[config.mk]
export PLATFORM = sky130hd
export DESIGN_NAME = fetch_branch_predict_flat
export DESIGN_NICKNAME = d
export VERILOG_FILES = /design/src/rtl/fetch_branch_predict_pkg.sv /design/src/rtl/fetch_branch_predict_if.sv /design/src/rtl/fetch_branch_predict_predecode.sv /design/src/rtl/fetch_branch_predict.sv /design/src/flat_wrapper.sv
export SDC_FILE = /design/constraint.sdc
export NUM_CORES = 1
export LEC_CHECK = 0
export ABC_CLOCK_PERIOD_IN_PS = 2100
export CORE_ASPECT_RATIO = 1.75
export CORE_MARGIN = 3
export CORE_UTILIZATION = 42
export DETAILED_ROUTE_END_ITERATION = 8
export GPL_TIMING_DRIVEN = 0
export PLACE_DENSITY = 0.68
export SLEW_MARGIN = 25
export SYNTH_ARGS = -nofsm -noshare
export SYNTH_HDL_FRONTEND = slang
export SYNTH_SLANG_ARGS = --single-unit
[constraint.sdc]
create_clock -name clk_i -period 2.1 [get_ports clk_i]
set_input_delay 0.525 -clock clk_i [delete_from_list [all_inputs] [get_ports clk_i]]
set_output_delay 0.525 -clock clk_i [all_outputs]
set_load 0.02 [all_outputs]
[src/rtl/fetch_branch_predict_pkg.sv]
// Shared types for the fetch predecode/predict slice: address type, fetch geometry,
// RISC-V opcode constants and the buffered fetch-block entry.
package riscv_pkg;
  localparam int ADDR_W = 32;
  typedef logic [ADDR_W-1:0] addr_t;
endpackage

package tortoise_pkg;
  localparam int INSTR_PER_FETCH = 2;

  localparam logic [6:0] OPCODE_JAL    = 7'b1101111;
  localparam logic [6:0] OPCODE_BRANCH = 7'b1100011;

  typedef struct packed {
    riscv_pkg::addr_t                   pc;
    logic [INSTR_PER_FETCH-1:0][31:0]   instr;
    logic [INSTR_PER_FETCH-1:0]         mask;
    logic [INSTR_PER_FETCH-1:0]         taken;
  } fetch_entry_t;
endpackage

[src/rtl/fetch_branch_predict_if.sv]
// Output stream from the predict stage toward decode / fetch queue.
// master = fetch_branch_predict (producer), slave = consumer.
interface fetch_branch_predict_if #(
  parameter int NR_SLOTS = tortoise_pkg::INSTR_PER_FETCH
);
  logic                        out_valid_o;
  logic                        out_ready_i;
  riscv_pkg::addr_t            out_pc_o;
  logic [NR_SLOTS-1:0][31:0]   out_instr_o;
  logic [NR_SLOTS-1:0]         out_mask_o;
  logic [NR_SLOTS-1:0]         out_taken_o;

  modport master (
    output out_valid_o, out_pc_o, out_instr_o, out_mask_o, out_taken_o,
    input  out_ready_i
  );

  modport slave (
    input  out_valid_o, out_pc_o, out_instr_o, out_mask_o, out_taken_o,
    output out_ready_i
  );
endinterface

[src/rtl/fetch_branch_predict_predecode.sv]
// Per-slot predecode: flags JAL / conditional branch and returns the matching
// sign-extended immediate (J-type for JAL, B-type otherwise).
module fetch_predecode
  import tortoise_pkg::*;
(
  input  logic [31:0]      instr_i,
  output logic             is_jal_o,
  output logic             is_branch_o,
  output riscv_pkg::addr_t imm_o
);
  localparam int AW = riscv_pkg::ADDR_W;

  logic [20:0] j_imm;
  logic [12:0] b_imm;

  assign j_imm = {instr_i[31], instr_i[19:12], instr_i[20], instr_i[30:21], 1'b0};
  assign b_imm = {instr_i[31], instr_i[7], instr_i[30:25], instr_i[11:8], 1'b0};

  assign is_jal_o    = (instr_i[6:0] == OPCODE_JAL);
  assign is_branch_o = (instr_i[6:0] == OPCODE_BRANCH);

  assign imm_o = is_jal_o ? {{(AW-21){j_imm[20]}}, j_imm}
                          : {{(AW-13){b_imm[12]}}, b_imm};
endmodule

[src/rtl/fetch_branch_predict.sv]
// Fetch predecode + branch prediction stage with a 2-entry skid buffer toward decode.
// Optional macro FETCH_PREDICT_BTFN_EN: invalid-BHT branches predict backward-taken.
module fetch_branch_predict
  import tortoise_pkg::*;
#(
  parameter int NR_SLOTS  = tortoise_pkg::INSTR_PER_FETCH,
  parameter int BUF_DEPTH = 2
) (
  input  logic                              clk_i,
  input  logic                              rst_ni,
  input  logic                              flush_i,
  input  logic                              fetch_valid_i,
  output logic                              fetch_ready_o,
  input  riscv_pkg::addr_t                  fetch_pc_i,
  input  logic [NR_SLOTS-1:0][31:0]         fetch_data_i,
  output riscv_pkg::addr_t [NR_SLOTS-1:0]   bht_pc_o,
  input  logic [NR_SLOTS-1:0]               bht_valid_i,
  input  logic [NR_SLOTS-1:0]               bht_taken_i,
  output logic                              redirect_valid_o,
  output riscv_pkg::addr_t                  redirect_pc_o,
  fetch_branch_predict_if.master            out_bus
);
  typedef riscv_pkg::addr_t addr_t;

  localparam int    CNT_W    = $clog2(BUF_DEPTH + 1);
  localparam addr_t BLK_MASK = addr_t'(NR_SLOTS * 4 - 1);

  addr_t                base_pc;
  addr_t                start_off;
  addr_t [NR_SLOTS-1:0] slot_pc;
  addr_t [NR_SLOTS-1:0] slot_imm;
  logic  [NR_SLOTS-1:0] slot_jal;
  logic  [NR_SLOTS-1:0] slot_br;
  logic  [NR_SLOTS-1:0] slot_taken;

  assign base_pc   = fetch_pc_i & ~BLK_MASK;
  assign start_off = (fetch_pc_i & BLK_MASK) >> 2;

  for (genvar i = 0; i < NR_SLOTS; i++) begin : g_slot
    assign slot_pc[i]  = base_pc + addr_t'(4 * i);
    assign bht_pc_o[i] = slot_pc[i];

    fetch_predecode u_predecode (
      .instr_i     (fetch_data_i[i]),
      .is_jal_o    (slot_jal[i]),
      .is_branch_o (slot_br[i]),
      .imm_o       (slot_imm[i])
    );

`ifdef FETCH_PREDICT_BTFN_EN
    assign slot_taken[i] = slot_jal[i] |
                           (slot_br[i] & (bht_valid_i[i] ? bht_taken_i[i]
                                                         : slot_imm[i][riscv_pkg::ADDR_W-1]));
`else
    assign slot_taken[i] = slot_jal[i] | (slot_br[i] & bht_valid_i[i] & bht_taken_i[i]);
`endif
  end

  // First taken slot at or after the start slot ends the block.
  logic                sel_found;
  logic [NR_SLOTS-1:0] sel_mask;
  logic [NR_SLOTS-1:0] sel_taken;
  addr_t               sel_target;

  // NOTE: combinational blocks use blocking '=' and assign every output a default first,
  // so the loop-carried 'sel_found' chains in order and no latch is inferred.
  always_comb begin
    sel_found  = 1'b0;
    sel_mask   = '0;
    sel_taken  = '0;
    sel_target = '0;
    for (int i = 0; i < NR_SLOTS; i++) begin
      if (addr_t'(i) >= start_off && !sel_found) begin
        sel_mask[i] = 1'b1;
        if (slot_taken[i]) begin
          sel_found    = 1'b1;
          sel_taken[i] = 1'b1;
          sel_target   = slot_pc[i] + slot_imm[i];
        end
      end
    end
  end

  fetch_entry_t           buf_q [BUF_DEPTH];
  fetch_entry_t           new_entry;
  logic [CNT_W-1:0]       count_q;
  logic                   push;
  logic                   pop;
  logic                   redir_q;
  addr_t                  redir_pc_q;

  assign new_entry = '{pc: base_pc, instr: fetch_data_i, mask: sel_mask, taken: sel_taken};

  assign fetch_ready_o = (count_q < CNT_W'(BUF_DEPTH));
  assign push          = fetch_valid_i && fetch_ready_o && !flush_i;
  assign pop           = out_bus.out_valid_o && out_bus.out_ready_i;

  // NOTE: the buffer is only two entries, so it is reset like any register; empty slots are
  // also kept at zero, which makes the head outputs read 0 whenever the buffer is empty.
  always_ff @(posedge clk_i or negedge rst_ni) begin
    if (!rst_ni) begin
      count_q    <= '0;
      redir_q    <= 1'b0;
      redir_pc_q <= '0;
      for (int i = 0; i < BUF_DEPTH; i++) buf_q[i] <= '0;
    end else begin
      // NOTE: state updates use non-blocking '<=' so every register sees pre-edge values.
      redir_q <= push && sel_found;
      if (push && sel_found) redir_pc_q <= sel_target;

      if (flush_i) begin
        count_q <= '0;
        for (int i = 0; i < BUF_DEPTH; i++) buf_q[i] <= '0;
      end else begin
        unique case ({push, pop})
          2'b10: begin
            if (count_q == '0) buf_q[0] <= new_entry;
            else               buf_q[1] <= new_entry;
            count_q <= count_q + 1'b1;
          end
          2'b01: begin
            buf_q[0] <= buf_q[1];
            buf_q[1] <= '0;
            count_q  <= count_q - 1'b1;
          end
          // Push only coexists with pop at count 1: the new block replaces the head.
          2'b11:   buf_q[0] <= new_entry;
          default: ;
        endcase
      end
    end
  end

  // A flush in the redirect cycle suppresses the pulse the same cycle.
  assign redirect_valid_o = redir_q && !flush_i;
  assign redirect_pc_o    = redir_pc_q;

  assign out_bus.out_valid_o = (count_q != '0);
  assign out_bus.out_pc_o    = buf_q[0].pc;
  assign out_bus.out_instr_o = buf_q[0].instr;
  assign out_bus.out_mask_o  = buf_q[0].mask;
  assign out_bus.out_taken_o = buf_q[0].taken;
endmodule

[src/flat_wrapper.sv]
// flat-port wrapper written by rule: the top's interface ports become plain ports
module fetch_branch_predict_flat import tortoise_pkg::*;
#(
  parameter int NR_SLOTS  = tortoise_pkg::INSTR_PER_FETCH,
  parameter int BUF_DEPTH = 2
)
  (clk_i, rst_ni, flush_i, fetch_valid_i, fetch_ready_o, fetch_pc_i, fetch_data_i, bht_pc_o, bht_valid_i, bht_taken_i, redirect_valid_o, redirect_pc_o, out_bus_out_valid_o, out_bus_out_pc_o, out_bus_out_instr_o, out_bus_out_mask_o, out_bus_out_taken_o, out_bus_out_ready_i);
  fetch_branch_predict_if #(.NR_SLOTS(NR_SLOTS)) out_bus_i ();
  input  logic clk_i;
  input  logic rst_ni;
  input  logic flush_i;
  input  logic fetch_valid_i;
  output logic fetch_ready_o;
  input  riscv_pkg::addr_t fetch_pc_i;
  input  logic [NR_SLOTS-1:0][31:0] fetch_data_i;
  output riscv_pkg::addr_t [NR_SLOTS-1:0] bht_pc_o;
  input  logic [NR_SLOTS-1:0] bht_valid_i;
  input  logic [NR_SLOTS-1:0] bht_taken_i;
  output logic redirect_valid_o;
  output riscv_pkg::addr_t redirect_pc_o;
  output wire logic [$bits(out_bus_i.out_valid_o)-1:0] out_bus_out_valid_o;
  output wire logic [$bits(out_bus_i.out_pc_o)-1:0] out_bus_out_pc_o;
  output wire logic [$bits(out_bus_i.out_instr_o)-1:0] out_bus_out_instr_o;
  output wire logic [$bits(out_bus_i.out_mask_o)-1:0] out_bus_out_mask_o;
  output wire logic [$bits(out_bus_i.out_taken_o)-1:0] out_bus_out_taken_o;
  input wire logic [$bits(out_bus_i.out_ready_i)-1:0] out_bus_out_ready_i;
  assign out_bus_out_valid_o = out_bus_i.out_valid_o;
  assign out_bus_out_pc_o = out_bus_i.out_pc_o;
  assign out_bus_out_instr_o = out_bus_i.out_instr_o;
  assign out_bus_out_mask_o = out_bus_i.out_mask_o;
  assign out_bus_out_taken_o = out_bus_i.out_taken_o;
  assign out_bus_i.out_ready_i = out_bus_out_ready_i;
  fetch_branch_predict #(.NR_SLOTS(NR_SLOTS), .BUF_DEPTH(BUF_DEPTH)) u_core (.clk_i(clk_i), .rst_ni(rst_ni), .flush_i(flush_i), .fetch_valid_i(fetch_valid_i), .fetch_ready_o(fetch_ready_o), .fetch_pc_i(fetch_pc_i), .fetch_data_i(fetch_data_i), .bht_pc_o(bht_pc_o), .bht_valid_i(bht_valid_i), .bht_taken_i(bht_taken_i), .redirect_valid_o(redirect_valid_o), .redirect_pc_o(redirect_pc_o), .out_bus(out_bus_i));
endmodule
=== Word-level counts from Yosys, hierarchy flattened ===
Index checks and enable logic that the tools add are counted.

* Add/subtract/negate cells: 5
* $lt $le $gt $ge: 3
* Eq/ne operators: 9
* Muxes and demuxes: 21
* Bitwise operators: 6
* Reduce and logical (&&, ||, !) cells: 14

{| class="wikitable"
|+ Operator list
! operator !! number
|-
| 100-bit case mux with 3 select lines || 1
|-
| 100-bit two-way mux || 2
|-
| 200-bit two-way mux || 1
|-
| 100-bit case mux with 2 select lines || 1
|-
| 32-bit two-way mux || 4
|-
| 32-bit adder || 2
|-
| 20-bit two-way mux || 2
|-
| 32-bit by 3-bit adder with 32-bit output, second input constant || 1
|-
| 7-bit equality test, second input constant || 4
|-
| 1-bit two-way mux || 8
|-
| 1-bit logical AND || 6
|-
| 1-bit bitwise AND || 4
|-
| 2-bit equality test, second input constant || 2
|-
| 2-bit case mux with 2 select lines || 1
|-
| 2-bit AND reduction || 2
|-
| 4-bit nonzero test || 1
|-
| 3-bit by 2-bit != test with 1-bit output, second input constant || 1
|-
| 3-bit != test, second input constant || 1
|-
| 3-bit nonzero test || 1
|-
| 2-bit by 1-bit adder with 2-bit output, second input constant || 1
|-
| 2-bit by 1-bit equality test with 1-bit output, second input constant || 1
|-
| 1-bit greater-or-equal comparator, first input constant || 2
|-
| 1-bit logical NOT || 2
|-
| 2-bit logical NOT || 1
|-
| other kinds (5) || 6
|}

* Register bits: 235
* Output and inout bits: 199
* Logic and storage cells: 71

=== Longest topological paths before layout ===
* Depth in word-level cells: 12
* Depth in mapped cells: 17
* Mapped depth without buffers: 15

=== Cells and area by module ===
A second synthesis with hierarchy kept.

* Cells, all modules: 1,514
* Area, all modules: 14,602.8 µm²

{| class="wikitable"
|+ Modules (own cells, without submodules)
! module !! instances !! cells each !! area each (µm²)
|-
| fetch_branch_predict || 1 || 1,434 || 13,892.1
|-
| fetch_predecode || 2 || 40 || 355.3
|}

=== Worst setup path before layout ===
OpenSTA, ideal clock, no wires.

* Kind: in2reg
* Start: input port fetch_data_i[5] in the netlist's numbering
* End: register u_core.redir_pc_q[31], in the netlist u_core.redirect_pc_o[31]
* Data arrival time: 3,789 ps
* Data required time: 1,976 ps
* Slack: -1,813 ps
* Stages on the path: 16
* Path buffers: 1
* Path through: nor2b_1 nand4_1 nor2_1 clkbuf_1 mux2_2 ha_1 fa_1 a21o_1 nand4_1 and4_1 o21bai_1 o311ai_2 a31oi_1 xnor2_1 a2bb2oi_1 o21ai_1

* Word-level cells in the longest chain between the ends: 10

{| class="wikitable"
|+ RTL lines
! what !! line !! source
|-
| start: declaration || flat_wrapper.sv:15 || <nowiki>input logic [NR_SLOTS-1:0][31:0] fetch_data_i;</nowiki>
|-
| branches (longest 10 deep; another with 32-bit adder) || - ||
|-
| end signal: assignment || fetch_branch_predict.sv:109 || <nowiki>if (push && sel_found) redir_pc_q <= sel_target;</nowiki>
|-
| end: declaration || fetch_branch_predict.sv:90 || <nowiki>addr_t redir_pc_q;</nowiki>
|}

Several ways; the timed one is not identified.
A chain may end at the register's enable or synchronous reset.

=== Worst setup path after layout ===
* Start: input port fetch_data_i[6] in the netlist's numbering
* End: register u_core.redir_pc_q[29], in the netlist u_core.redirect_pc_o[29]

Same word-level chain as after synthesis.

==> results.tsv <==
stage	metric	value	unit
status	status	finished, violations left	
status	failed_checks	hold timing, setup timing	
pwr	peakVddDrop	0.000449	V
cts	htree_levels	1	
setup_path	end_kind	register	
final_layout	final_cell_mix	227 x dfrtp_1, 220 x buf_4, 154 x nor2_1	
synthesis	async_flop_share	1.00	
route	drcViolationCount	0	
die	pin_count	304	
placed_design	place_ws	-2.67	ns
synthesis	synth.distinct_cells	78	
sta	finalHoldViolCount	18	
die	num_rows	88	
cts	cts-buffers-inserted	23	
setup_path	cp-start-kind	primary input	
global_route	grt_pass1_vias	13100	
global_route	antenna_found_initial	1	
final_layout	layout_commonest_cell	dfrtp_1	
global_route	grt_max_degree	86	
placed_design	place_congestion	0.952	
synthesis	synthCells	1461	
die	initial_utilization	0.430	
setup_path	crit_chain	clkdlybuf4s15_2, nand4_1, nor2_4, buf_8, mux2_4, ha_4, fa_2, a21o_1, nand4_1, and4_4, o21bai_4, o311ai_4, a31o_2, a21oi_4, a221o_1	
placed_design	port_buffers	290	
placed_design	place_hpwl	38.1	mm
route	vias	12700	
cts	cts_tree	built	
setup_path	critPathKind	primary input to register	
synthesis	yosysWarnings	0	
sta	rsz0062_at_grt	yes	
global_route	gr-total-overflow	0	
final_layout	layout-drive-gt1-share	0.282	
setup_path	cp_max_fo	7	
sta	finalCritPeriodShare	1.57	
pwr	power_density	688	mW/mm^2
setup_path	cp.required	2.50	ns
sta	relSlewSlack	0.390	
route	antenna_left	0	
final_layout	finalNetCount	2001	
sta	setup_violations	28	
setup_path	crit_path_max_incr_delay	0.35	ns
cts	clock_latency	0.53	ns
sta	period_needed	3.30	ns
cts	clock-sinks	228	
sta	report.final.slew_viol_count	0	
global_route	grt_pass1_wl	75.3	mm
synthesis	synth-edff-count	0	
job	maxCapViolCount	0	
die	die-area	0.0364	sq mm
die	die_h	250	um
synthesis	ys_ff_latch	228	
setup_path	arrival	3.70	ns
route	drtIter0Drc	713	
worst_hold_path	hold_class	primary input to async pin	
synthesis	syn_area_per_cell	9.78	sq um
sta	hold_slack	-0.0245	ns
cts	clock_path_buffers	3	
setup_path	slowest_stage	o311ai_4	
route	wl_per_cell	21.6	um
setup_path	critPathBufInv	2	
cts	cts_hold_buffers	0	
pwr	p_leak	9.54	nW
sta	tightest_slew	0.915	ns
setup_path	crit_top_cell	nand4_1	
setup_path	critPathTopFamily	compound AO/OA/AOI/OAI gates	
global_route	grt_usage	0.263	
route	post_drt_via_cell_ratio	5.53	
route	wl	49.8	mm
synthesis	ys_dominant_reg_cell	dfrtp_1	
final_layout	area_delta_synth_final	38.9	%
cts	cts_root_buffer	clkbuf_16	
synthesis	seq_area_frac_synth	0.399	
sta	max_freq	303	MHz
synthesis	synth_area	0.0143	sq mm
route	firstDrtPassIters	5	
sta	fin_ws	-1.20	ns
die	die-width	145	um
cts	path_clk_slew	0.06	ns
sta	fin_skew	0.00856	ns
die	core_region_area	0.0333	sq mm
-- cell families (layout without fill, tap and decap cells) --
group	after synthesis	after routing	synth area share
compound gates	450	450	0.234
xor+xnor	45	45	0.0276
fa+ha+maj	61	61	0.0545
buf+inv	275	656	0.117
flops	228	228	0.399
mux	105	105	0.0742
other cells	2	11	0.000526
simple gates	295	295	0.0929
-- routing by layer --
metal / vias up / global-route usage / wire length, um
met3: 108 / 0.0254 / 2000
met1: 6289 / 0.291 / 18100
met2: 411 / 0.499 / 27000
met5: - / 0 / 0
met4: 0 / 0.128 / 2750
li1: 5916 / - / -
-- final cells by class --
type | instances | area, sq um
buffer | 246 | 1720
tap | 450 | 563
sequential | 228 | 5710
clock buffer | 31 | 636
fill | 2953 | 13400
multi-input combinational | 966 | 7800
clock inverter | 9 | 77.6
antenna | 1 | 2.50
inverter | 21 | 78.8
timing repair buffer | 349 | 3260
-- where the power goes --
group	switching (mW)	total, mW	leakage [nW]	internal [mW]
Combinational	2.46	4.48	6.18	2.02
Clock	1.79	4.04	0.358	2.25
Sequential	0.289	5.14	3.00	4.85
Total	4.54	13.7	9.54	9.13
-- through the flow --
step	std cells	util	setup TNS, ns	total power, mW	area [sq um]
floorplan	1469	-	-27.97	7.74	14500
global placement	2209	0.539	-2452.77	9.43	17900
detailed placement	2211	0.541	-347.80	9.50	18000
CTS	2290	0.586	-22.60	13.6	19500
global route	2301	0.597	-30.18	14.3	19900
finish	2301	0.597	-23.25	13.7	19900
-- cell usage after synthesis (15+ instances only) --
library cell | count | area share
xor2_1 | 21 | 0.013
clkbuf_1 | 60 | 0.016
buf_4 | 165 | 0.087
a211oi_1 | 98 | 0.051
mux2i_1 | 98 | 0.069
a21o_1 | 43 | 0.023
dfrtp_1 | 228 | 0.40
nor2_1 | 165 | 0.043
ha_1 | 59 | 0.052
inv_1 | 20 | 0.0053
a21oi_1 | 71 | 0.025
xnor2_1 | 24 | 0.015
nand2_1 | 48 | 0.013
buf_2 | 20 | 0.0070
o21ai_0 | 34 | 0.012
a22o_1 | 95 | 0.058
nand3_1 | 15 | 0.0053
-- registers in the layout, summed over array words and instances, names as in the netlist --
name / flops
u_core.buf_q: 97
u_core.count_q: 2
u_core.out_bus.out_instr_o: 64
u_core.out_bus.out_mask_o: 2
u_core.out_bus.out_pc_o: 29
u_core.out_bus.out_taken_o: 2
u_core.redir_q: 1
u_core.redirect_pc_o: 31
-- repair_timing --
item                                    in CTS  in global routing
setup buffers                               54                 14
cloned                                       0                  0
resized for setup                          492                 92
endpoints found under the setup margin     383                207
pin swaps                                   84                 50
-- final timing paths --
kind,startpoint,end,slack [ns],depth (start not counted)
worst max-delay path,fetch_data_i[6],u_core.redirect_pc_o[29],-1.20,15
worst min-delay path,rst_ni,u_core.out_bus.out_pc_o[30],-0.02,1
worst max register to register,u_core.count_q[1],u_core.redirect_pc_o[30],-0.24,10
worst min register to register,u_core.buf_q[3],u_core.buf_q[3],0.48,2
max in group asynchronous,rst_ni,u_core.out_bus.out_pc_o[7],1.27,2
min in group clk_i,fetch_data_i[3],u_core.buf_q[7],0.25,2
Power figures use the tool's default switching activity.
